## config.mk

```make
export PLATFORM = sky130hd
export DESIGN_NAME = instruction_fetch_unit
export DESIGN_NICKNAME = d
export VERILOG_FILES = /design/src/rtl/cpu_pkg.sv /design/src/rtl/instruction_fetch_unit.sv
export SDC_FILE = /design/constraint.sdc
export NUM_CORES = 1
export LEC_CHECK = 0
export ABC_CLOCK_PERIOD_IN_PS = 3100
export BUFFER_PORTS_ARGS = -buffer_cell sky130_fd_sc_hd__buf_2
export CELL_PAD_IN_SITES_DETAIL_PLACEMENT = 0
export CELL_PAD_IN_SITES_GLOBAL_PLACEMENT = 1
export CORE_MARGIN = 3
export CORE_UTILIZATION = 41
export DETAILED_ROUTE_END_ITERATION = 6
export HOLD_SLACK_MARGIN = 0.15
export PLACE_DENSITY = 0.87
export SETUP_SLACK_MARGIN = 0.3
export SYNTH_ARGS = -nofsm -noshare
export SYNTH_HDL_FRONTEND = slang
export SYNTH_SLANG_ARGS = --single-unit
export TNS_END_PERCENT = 100
```

## constraint.sdc

```tcl
create_clock -name clk -period 3.1 [get_ports clk]
set_input_delay 0.62 -clock clk [delete_from_list [all_inputs] [get_ports clk]]
set_output_delay 0.62 -clock clk [all_outputs]
set_load 0.01 [all_outputs]
```

## src/rtl/cpu_pkg.sv

```systemverilog
// Shared CPU definitions: opcode constants, fetch FSM states, instruction length decode.
// Pure declarations, no logic latency.
// No flow control; consumed by the fetch unit and the decoder.
package cpu_pkg;

   localparam logic [7:0] OP_HLT      = 8'hF0;
   localparam logic [7:0] OP_STA      = 8'h20;
   localparam logic [7:0] OP_LD_IND   = 8'h21;
   localparam logic [3:0] OP_LDI_HI   = 4'hA;
   localparam logic [7:0] OP_OUT      = 8'hF1;
   localparam logic [7:0] OP_IN       = 8'hF3;
   localparam logic [7:0] OP_JZ_LONG  = 8'hF8;
   localparam logic [7:0] OP_JMP_LONG = 8'hF9;
   localparam logic [7:0] OP_JNZ_LONG = 8'hFA;

   typedef enum logic [2:0] {
      FETCH_OP = 3'd0,
      FETCH_B1 = 3'd1,
      FETCH_B2 = 3'd2,
      ISSUE    = 3'd3,
      HALTED   = 3'd4
   } fetch_state_t;

   // Total instruction length in bytes (1..3) from the opcode; must stay identical
   // to the decoder's view of instruction length.
   function automatic logic [1:0] instr_len(input logic [7:0] op);
      logic [1:0] len;
      len = 2'd1;
      if (op == OP_STA)
         len = 2'd3;
      else if (op == OP_LD_IND)
         len = 2'd2;
      else if (op[7:4] == OP_LDI_HI)
         len = 2'd2;
      else if (op == OP_OUT || op == OP_IN)
         len = 2'd2;
      else if (op == OP_JZ_LONG || op == OP_JMP_LONG || op == OP_JNZ_LONG)
         len = 2'd3;
      return len;
   endfunction

endpackage

```

## src/rtl/instruction_fetch_unit.sv

```systemverilog
// Fetches 1-3 byte instructions bytewise from program memory and issues them to decode.
// Latency: instr_valid one cycle after the last byte's ack (3 cycles after first request for 3-byte ops).
// Backpressure: single-instruction buffer; no memory requests while an issued instruction waits for instr_ready.
module instruction_fetch_unit
   import cpu_pkg::*;
#(
   parameter int               ADDR_WIDTH = 16,
   parameter logic [ADDR_WIDTH-1:0] RESET_PC = '0
) (
   input  logic                  clk,
   input  logic                  rst,
   output logic                  mem_req,
   output logic [ADDR_WIDTH-1:0] mem_addr,
   input  logic                  mem_ack,
   input  logic [7:0]            mem_rdata,
   output logic                  instr_valid,
   input  logic                  instr_ready,
   output logic [7:0]            instruction,
   output logic [7:0]            operand1,
   output logic [7:0]            operand2,
   output logic [1:0]            instr_length,
   output logic [ADDR_WIDTH-1:0] instr_pc,
   input  logic                  redirect,
   input  logic [ADDR_WIDTH-1:0] redirect_pc,
   output logic                  halted
);

   fetch_state_t          state;
   logic [ADDR_WIDTH-1:0] pc;
   logic [ADDR_WIDTH-1:0] pc_inc;
   logic [1:0]            op_len;
   logic                  byte_taken;

   // PC wraps naturally at 2^ADDR_WIDTH
   assign pc_inc     = pc + ADDR_WIDTH'(1);
   assign op_len     = instr_len(mem_rdata);
   assign byte_taken = mem_req && mem_ack;

   // Fetch FSM and datapath; redirect overrides every state and discards a coincident ack/ready
   always_ff @(posedge clk or posedge rst) begin
      if (rst) begin
         state        <= FETCH_OP;
         pc           <= RESET_PC;
         mem_req      <= 1'b0;
         mem_addr     <= '0;
         instr_valid  <= 1'b0;
         instruction  <= 8'h00;
         operand1     <= 8'h00;
         operand2     <= 8'h00;
         instr_length <= 2'd1;
         instr_pc     <= '0;
         halted       <= 1'b0;
      end else if (redirect) begin
         state       <= FETCH_OP;
         pc          <= redirect_pc;
         mem_req     <= 1'b1;
         mem_addr    <= redirect_pc;
         instr_valid <= 1'b0;
         halted      <= 1'b0;
      end else begin
         case (state)
            FETCH_OP: begin
               if (byte_taken) begin
                  instruction  <= mem_rdata;
                  instr_pc     <= pc;
                  pc           <= pc_inc;
                  instr_length <= op_len;
                  operand1     <= 8'h00;
                  operand2     <= 8'h00;
                  if (op_len > 2'd1) begin
                     state    <= FETCH_B1;
                     mem_addr <= pc_inc;
                  end else begin
                     state       <= ISSUE;
                     mem_req     <= 1'b0;
                     instr_valid <= 1'b1;
                  end
               end else begin
                  // Covers the first cycle after reset, when no request is yet outstanding
                  mem_req  <= 1'b1;
                  mem_addr <= pc;
               end
            end
            FETCH_B1: begin
               if (byte_taken) begin
                  operand1 <= mem_rdata;
                  pc       <= pc_inc;
                  if (instr_length == 2'd3) begin
                     state    <= FETCH_B2;
                     mem_addr <= pc_inc;
                  end else begin
                     state       <= ISSUE;
                     mem_req     <= 1'b0;
                     instr_valid <= 1'b1;
                  end
               end
            end
            FETCH_B2: begin
               if (byte_taken) begin
                  operand2    <= mem_rdata;
                  pc          <= pc_inc;
                  state       <= ISSUE;
                  mem_req     <= 1'b0;
                  instr_valid <= 1'b1;
               end
            end
            ISSUE: begin
               if (instr_ready) begin
                  instr_valid <= 1'b0;
                  if (instruction == OP_HLT) begin
                     state  <= HALTED;
                     halted <= 1'b1;
                  end else begin
                     state    <= FETCH_OP;
                     mem_req  <= 1'b1;
                     mem_addr <= pc;
                  end
               end
            end
            HALTED: begin
               mem_req <= 1'b0;
               halted  <= 1'b1;
            end
            default: begin
               state   <= FETCH_OP;
               mem_req <= 1'b0;
            end
         endcase
      end
   end

endmodule

```

==> impl_results.md, run 1 <==
* Status: completed
* Synth cell types at 60
* # setup viols final at 0
* Yosys top cell by area: dfrtp_1
* Setup TNS at 0 ps
* First-pass GRT wire length at ~18000 um
* Final Hold Fails at 0
* Dpl hpwl at 7889 um
* Synth Cell Area at 4194 um^2
* Cell-internal power at roughly 2200 uW
* Post-synth ARST share at 100.0%
* # IOs at 90
* RSZ-0062 raised after global routing: false
* Cell area power density at 693.8 nW/um^2
* Post-synth EDFFs at 0
* Top Family by Delay on Critical Path: multiplexers
* Final Cell Area at 4923 um^2
* WP buf/inv at 0
* Max rail drop VDD at 404.5 uV
* Skew final at about 8.3 ps
* Comb power frac at 32.7%
* Initial Util at 42.52%
* Critical Path, Cell by Cell: nand2b_4 > mux2_2 > o31a_1 > o31a_1 > mux2_1
* HP Class: input port to async pin
* Synth Flop Type: dfrtp_1
* CTS Buf Count at 9
* Die width at 107.1 um
* ANT cells at 0
* Tcrit/Tclk final at 75.04%
* Vias in the first global route at roughly 3600
* Avg WL per Cell at 16.38 um
* Area grow syn2layout at 17.39%
* Top-count cell post-synth: nand2_1
* Type of the worst setup path: register to register
* Max Slew Vio Count at 0
* Worst setup SP type: register
* Die outline height at about 110 um
* Vias per std cell at 5.367
* DRT antenna net count at 0
* Max clock buf depth at 2
* Max Used Layer: met4
* WL met3 at about 540 um
* Total GRT Usage at about 20%
* Slew margin rel. at roughly 45%
* Sw Pwr at 1249 uW
* Routed wire length at 11060 um
* Dpl ws at 664.0 ps
* Seq/Total Area, Yosys at a little under half
* Post-Syn Area per Cell at between 9 and 10 um^2
* CP max stage delay at 630 ps
* Syn Nets at 489
* Placed cell count at between 600 and 700
* Clock sinks at 80
* H-tree levels at 3
* Critical path data arrival time at 2560 ps
* Initial antenna violation count at 0
* Power, Total at 3416 uW
* Most used cell, CP: o31a_1
* Dpl cell area at 4740 um^2
* Final non-filler cell total at 675
* Core footprint at a little under 10000 um^2
* Crit path time final at 2326 ps
* Nets at ~570
* Crit path max fanout at 23
* # DRC at 0
* Yosys warns at 0
* Most area-consuming cells after synthesis: dfrtp_1, nand2_1, o31a_1
* DR pass1 iterations at 4
* Worst-Margin Slew at 825.3 ps
* Leak at 0.002346 uW
* Root Driver: clkbuf_8
* Die area at ~11000 um^2
* Pin count of the biggest net entering global routing at 43
* Row cnt at 36
* Post_cts resized at 0
* Final Wtd Congestion at 0.8191
* Critical path data required time at 3330 ps
* Synth top area share at approximately 47%
* Clock share of power at 21.3%
* IO buf count at 89
* CTS clk-pin slew, worst paths at 80 ps
* Sw Share at 36.56%
* Mapped Cells at roughly 460
* Max Clk Rate at 429.9 MHz
* Met2 wire length at between 5000 and 6000 um
* TritonCTS clock tree: built
* Sequential Power Share at a little under half
* Synthesis-stage register bit count at 80
* Share of layout cells above drive strength 1 at 23.99%
* Critical Path End Type: register
* M1 WL at 5087 um
* Hold-fix buffers at CTS at 0
* Clk_lat worst skew at 350 ps
* Via count at around 3600
* Slack of the critical path at 773.8 ps
* Crit-path slowest cell: dfrtp_1
* Post-CTS Setup Repair Bufs at 0
* Initial drt markers at between 200 and 250
* Top cells by count, synth: nand2_1, dfrtp_1, nand3_1, nor2_1, clkbuf_1
* GRT Residual Overflow at 0
* Max Cap Viol at 0
[logic make-up after synthesis]
group                      Yosys count  synth area share, %
DFF                                 80                47.76
xor gates and xnor gates            16                3.341
AOI/OAI and AO/OA                   75                13.34
buffers and inverters               40                4.027
adders and majority gates            1               0.2983
muxes                               19                5.072
and+or+nand+nor                    228                26.16
[flip-flops by register name (all words and copies together) (netlist names)]
| register | flops |
|---|---|
| instr_pc | 16 |
| mem_addr | 16 |
| halted | 1 |
| state | 3 |
| operand2 | 8 |
| instr_valid | 1 |
| operand1 | 8 |
| instr_length | 2 |
| instruction | 8 |
| mem_req | 1 |
| pc | 16 |
[layer usage]
metal / vias to the layer above / track usage, %
met5: - / 0
met4: 0 / 7.397
met3: 13 / 3.612
met2: 89 / 31.14
met1: 1759 / 27.59
li1: 1762 / -
[worst paths after layout]
path,startpoint,endpoint,slack [ps],depth (start not counted)
max,state[0]$_DFFE_PP0P_,mem_addr[6]$_DFFE_PP0P_,770,5
min,rst,instr_pc[0]$_DFFE_PP0P_,360,2
max reg2reg,state[0]$_DFFE_PP0P_,mem_addr[6]$_DFFE_PP0P_,770,5
min reg2reg,operand2[3]$_DFFE_PP0P_,operand2[3]$_DFFE_PP0P_,470,2
max in group asynchronous,rst,instruction[6]$_DFFE_PP0P_,1980,3
min in group clk,operand2[3]$_DFFE_PP0P_,operand2[3]$_DFFE_PP0P_,470,2
[area by class of cell]
cell class              instances  area [um^2]
flip-flops and latches         80         2003
clock inverters                 3        15.01
multi-input cells             339         2022
inverters                       9        35.03
clock buffers                  13        168.9
well taps                     133        166.4
repair buffers                 98        513.0
fillers                       944         4941
[cell usage in the layout (no fill, tap or decap), drive strengths merged, types with 13 or more instances in the layout]
| master | n |
|---|---|
| nand2 | 117 |
| buf | 98 |
| dfrtp | 79 |
| nand3 | 24 |
| nor2 | 20 |
| o31a | 16 |
| mux2 | 15 |
| nor4 | 13 |
| clkbuf | 13 |
[power groups by stage]
stage	Clock [uW]	Sequential [uW]	Combinational, uW
after floorplan	0	1670	578
after detailed placement	0	1590	1130
after CTS	748	1570	1140
after global placement	0	1580	1110
after global routing	792	1620	1250
final	728	1570	1120
[metrics by stage]
| step | utilization (%) | hold slack (ps) |
|---|---|---|
| after floorplan | - | 483.7 |
| after global placement | 48.05 | 445.7 |
| after detailed placement | 48.05 | 458.0 |
| after CTS | 49.91 | 388.8 |
| after global routing | 49.91 | 416.2 |
| final | 49.91 | 358.6 |
Note: power is estimated with default switching activity, not from simulation.
==> inputs of run 2 (changes only) <==
ABC_CLOCK_PERIOD_IN_PS = 2000   (was 3100)
CORE_UTILIZATION = 37   (was 41)
PLACE_DENSITY = 0.83   (was 0.87)
clock period = 2 ns   (was 3.1 ns; I/O delays follow)
==> run 2 against run 1 <==
Net effect:
- total power is 88% higher
- worst hold slack got worse by 70 ps
- routed wire length grew 9.5%
- clock power rose to 2.6 times the previous value
- largest power group unchanged
- highest routed layer unchanged
==> impl_results.md, run 2 (synthesized netlist as in run 1, its figures left out) <==
* Vias in the first global route at roughly 4000
* Die width at 112.5 um
* Worst setup SP type: register
* GR met2 Demand/Resource at a little under a third
* Dpl cell area at around 5200 um^2
* Cell area power density at 1121 nW/um^2
* Max clock buf depth at 2
* Most frequent cells in the layout: nand2_1, buf_2, dfrtp_1
* Share of layout cells above drive strength 1 at between 30% and 40%
* Area grow syn2layout at 36.40%
* Final Wtd Congestion at a little under 0.9
* TritonCTS clock tree: built
* Max Slew Vio Count at 0
* Met3 usage at 4.798%
* Top flop regs: instr_pc x16, mem_addr x16, pc x16
* DR pass1 iterations at 5
* Sw Pwr at ~2200 uW
* HP Class: input port to register
* Clock share of power at 29.2%
* Leak at 0.002716 uW
* Slew margin rel. at just under 70%
* GRT busiest layer: met2
* Avg WL per Cell at 16.48 um
* Initial Util at 38.35%
* Core footprint at 10940 um^2
* Root Driver: clkbuf_16
* # DRC at 0
* CTS clk-pin slew, worst paths at roughly 60 ps
* Power, Total at 6411 uW
* # setup viols final at 0
* Die area at 12650 um^2
* Top Family by Delay on Critical Path: simple AND/OR/NAND/NOR gates
* Max rail drop VDD at roughly 740 uV
* DRT antenna net count at 0
* Crit path max fanout at 15
* Vias per std cell at 5.294
* Max Clk Rate at 505.1 MHz
* Nets at 620
* Type of the worst setup path: register to register
* # IOs at 90
* Clk_lat worst skew at about 350 ps
* Row cnt at 38
* Critical Path, Cell by Cell: or4_4 > o21ai_4 > a221oi_2 > a2bb2oi_4 > buf_12 > mux2_1
* Via count at 3891
* Cell-internal power at roughly 4300 uW
* GRT Residual Overflow at 0
* Slack of the critical path at 20.26 ps
* Sequential Power Share at around 38%
* IO buf count at 89
* Tcrit/Tclk final at 98.99%
* Final Cell Area at 5720 um^2
* Pin count of the biggest net entering global routing at 36
* H-tree levels at 3
* Dpl ws at -76.27 ps
* Max Cap Viol at 0
* Most common cell after layout, fill and taps aside: nand2_1
* Critical path data required time at 2230 ps
* Die outline height at 112.5 um
* CP max stage delay at 570 ps
* Initial antenna violation count at 0
* Initial drt markers at 273
* Crit-path slowest cell: or4_4
* Critical Path End Type: register
* First-pass GRT wire length at 19710 um
* Worst-Margin Slew at 473.3 ps
* GR Layer Usage met1 at 25.17%
* Skew final at 6.090 ps
* Status: completed
* Hold slack at 289.1 ps
* Comb power frac at 33.1%
* CTS Buf Count at 9
* Clock sinks at 80
* ANT cells at 0
* Total GRT Usage at 19.60%
* RSZ-0062 raised after global routing: true
* Sw Share at around a third
* WP buf/inv at 1
* Final Hold Fails at 0
* Routed wire length at 12110 um
* Critical path data arrival time at ~2200 ps
* Dpl hpwl at 8707 um
* Crit path time final at 1980 ps
## run 2: metrics by stage
step | cells | utilization, % | setup TNS (ps)
floorplan | 459 | - | 0
global placement | 711 | 47.20 | 0
detailed placement | 711 | 47.20 | -175.5
CTS | 734 | 51.20 | 0
global route | 735 | 52.31 | -86.35
finish | 735 | 52.31 | 0
## run 2: power by group through the flow
| stage | clock, uW | combinational [uW] | sequential, uW |
|---|---|---|---|
| 5_1_grt | 1980 | 2340 | 2480 |
| 3_3_place_gp | 0 | 2000 | 2420 |
| 3_5_place_dp | 0 | 2040 | 2430 |
| 4_1_cts | 1910 | 2080 | 2420 |
| 2_1_floorplan | 0 | 940 | 2590 |
| 6_report | 1870 | 2120 | 2410 |
## run 2: worst reg2reg max path, delay by kind of cell (launching register included)
kind / cells / cell delay, ps
compound gates: 3 / 430
buf+inv: 1 / 160
flops: 1 / 380
mux: 1 / 320
simple gates: 1 / 570
## run 2: repair_timing
item	CTS	global route
buffers inserted	6	1
gates resized for setup	10	29
hold endpoints to repair	16	0
endpoints found under the setup margin	42	65
hold buffers	1	0
pin swaps	12	4
## run 2: path summary, 6_finish.rpt
| check | from | slack, ps | end | cells past startpoint |
|---|---|---|---|---|
| worst max-delay path | instruction[1]$_DFFE_PP0P_ | 20 | mem_addr[1]$_DFFE_PP0P_ | 6 |
| worst min-delay path | redirect_pc[0] | 290 | pc[0]$_DFFE_PP0P_ | 3 |
| worst max register to register | instruction[1]$_DFFE_PP0P_ | 20 | mem_addr[1]$_DFFE_PP0P_ | 6 |
| worst min register to register | operand1[6]$_DFFE_PP0P_ | 470 | operand1[6]$_DFFE_PP0P_ | 2 |
| max in group asynchronous | rst | 830 | instr_length[0]$_DFFE_PP1P_ | 4 |
| min in group asynchronous | rst | 610 | instr_pc[0]$_DFFE_PP0P_ | 3 |
## run 2: metal layers
metal	share of wire [%]	routed length, um
met2	49	5891
met4	2.4	286
met5	0	0
met3	5.3	642
met1	44	5292
## run 2: cell type report
type / count / area (um^2)
Tap cell: 140 / 175.2
Clock buffer: 12 / 266.5
Clock inverter: 4 / 75.07
Fill cell: 1048 / 5215
Inverter: 9 / 37.54
Timing Repair Buffer: 151 / 994.7
Sequential cell: 80 / 2006
Multi-Input combinational cell: 339 / 2166
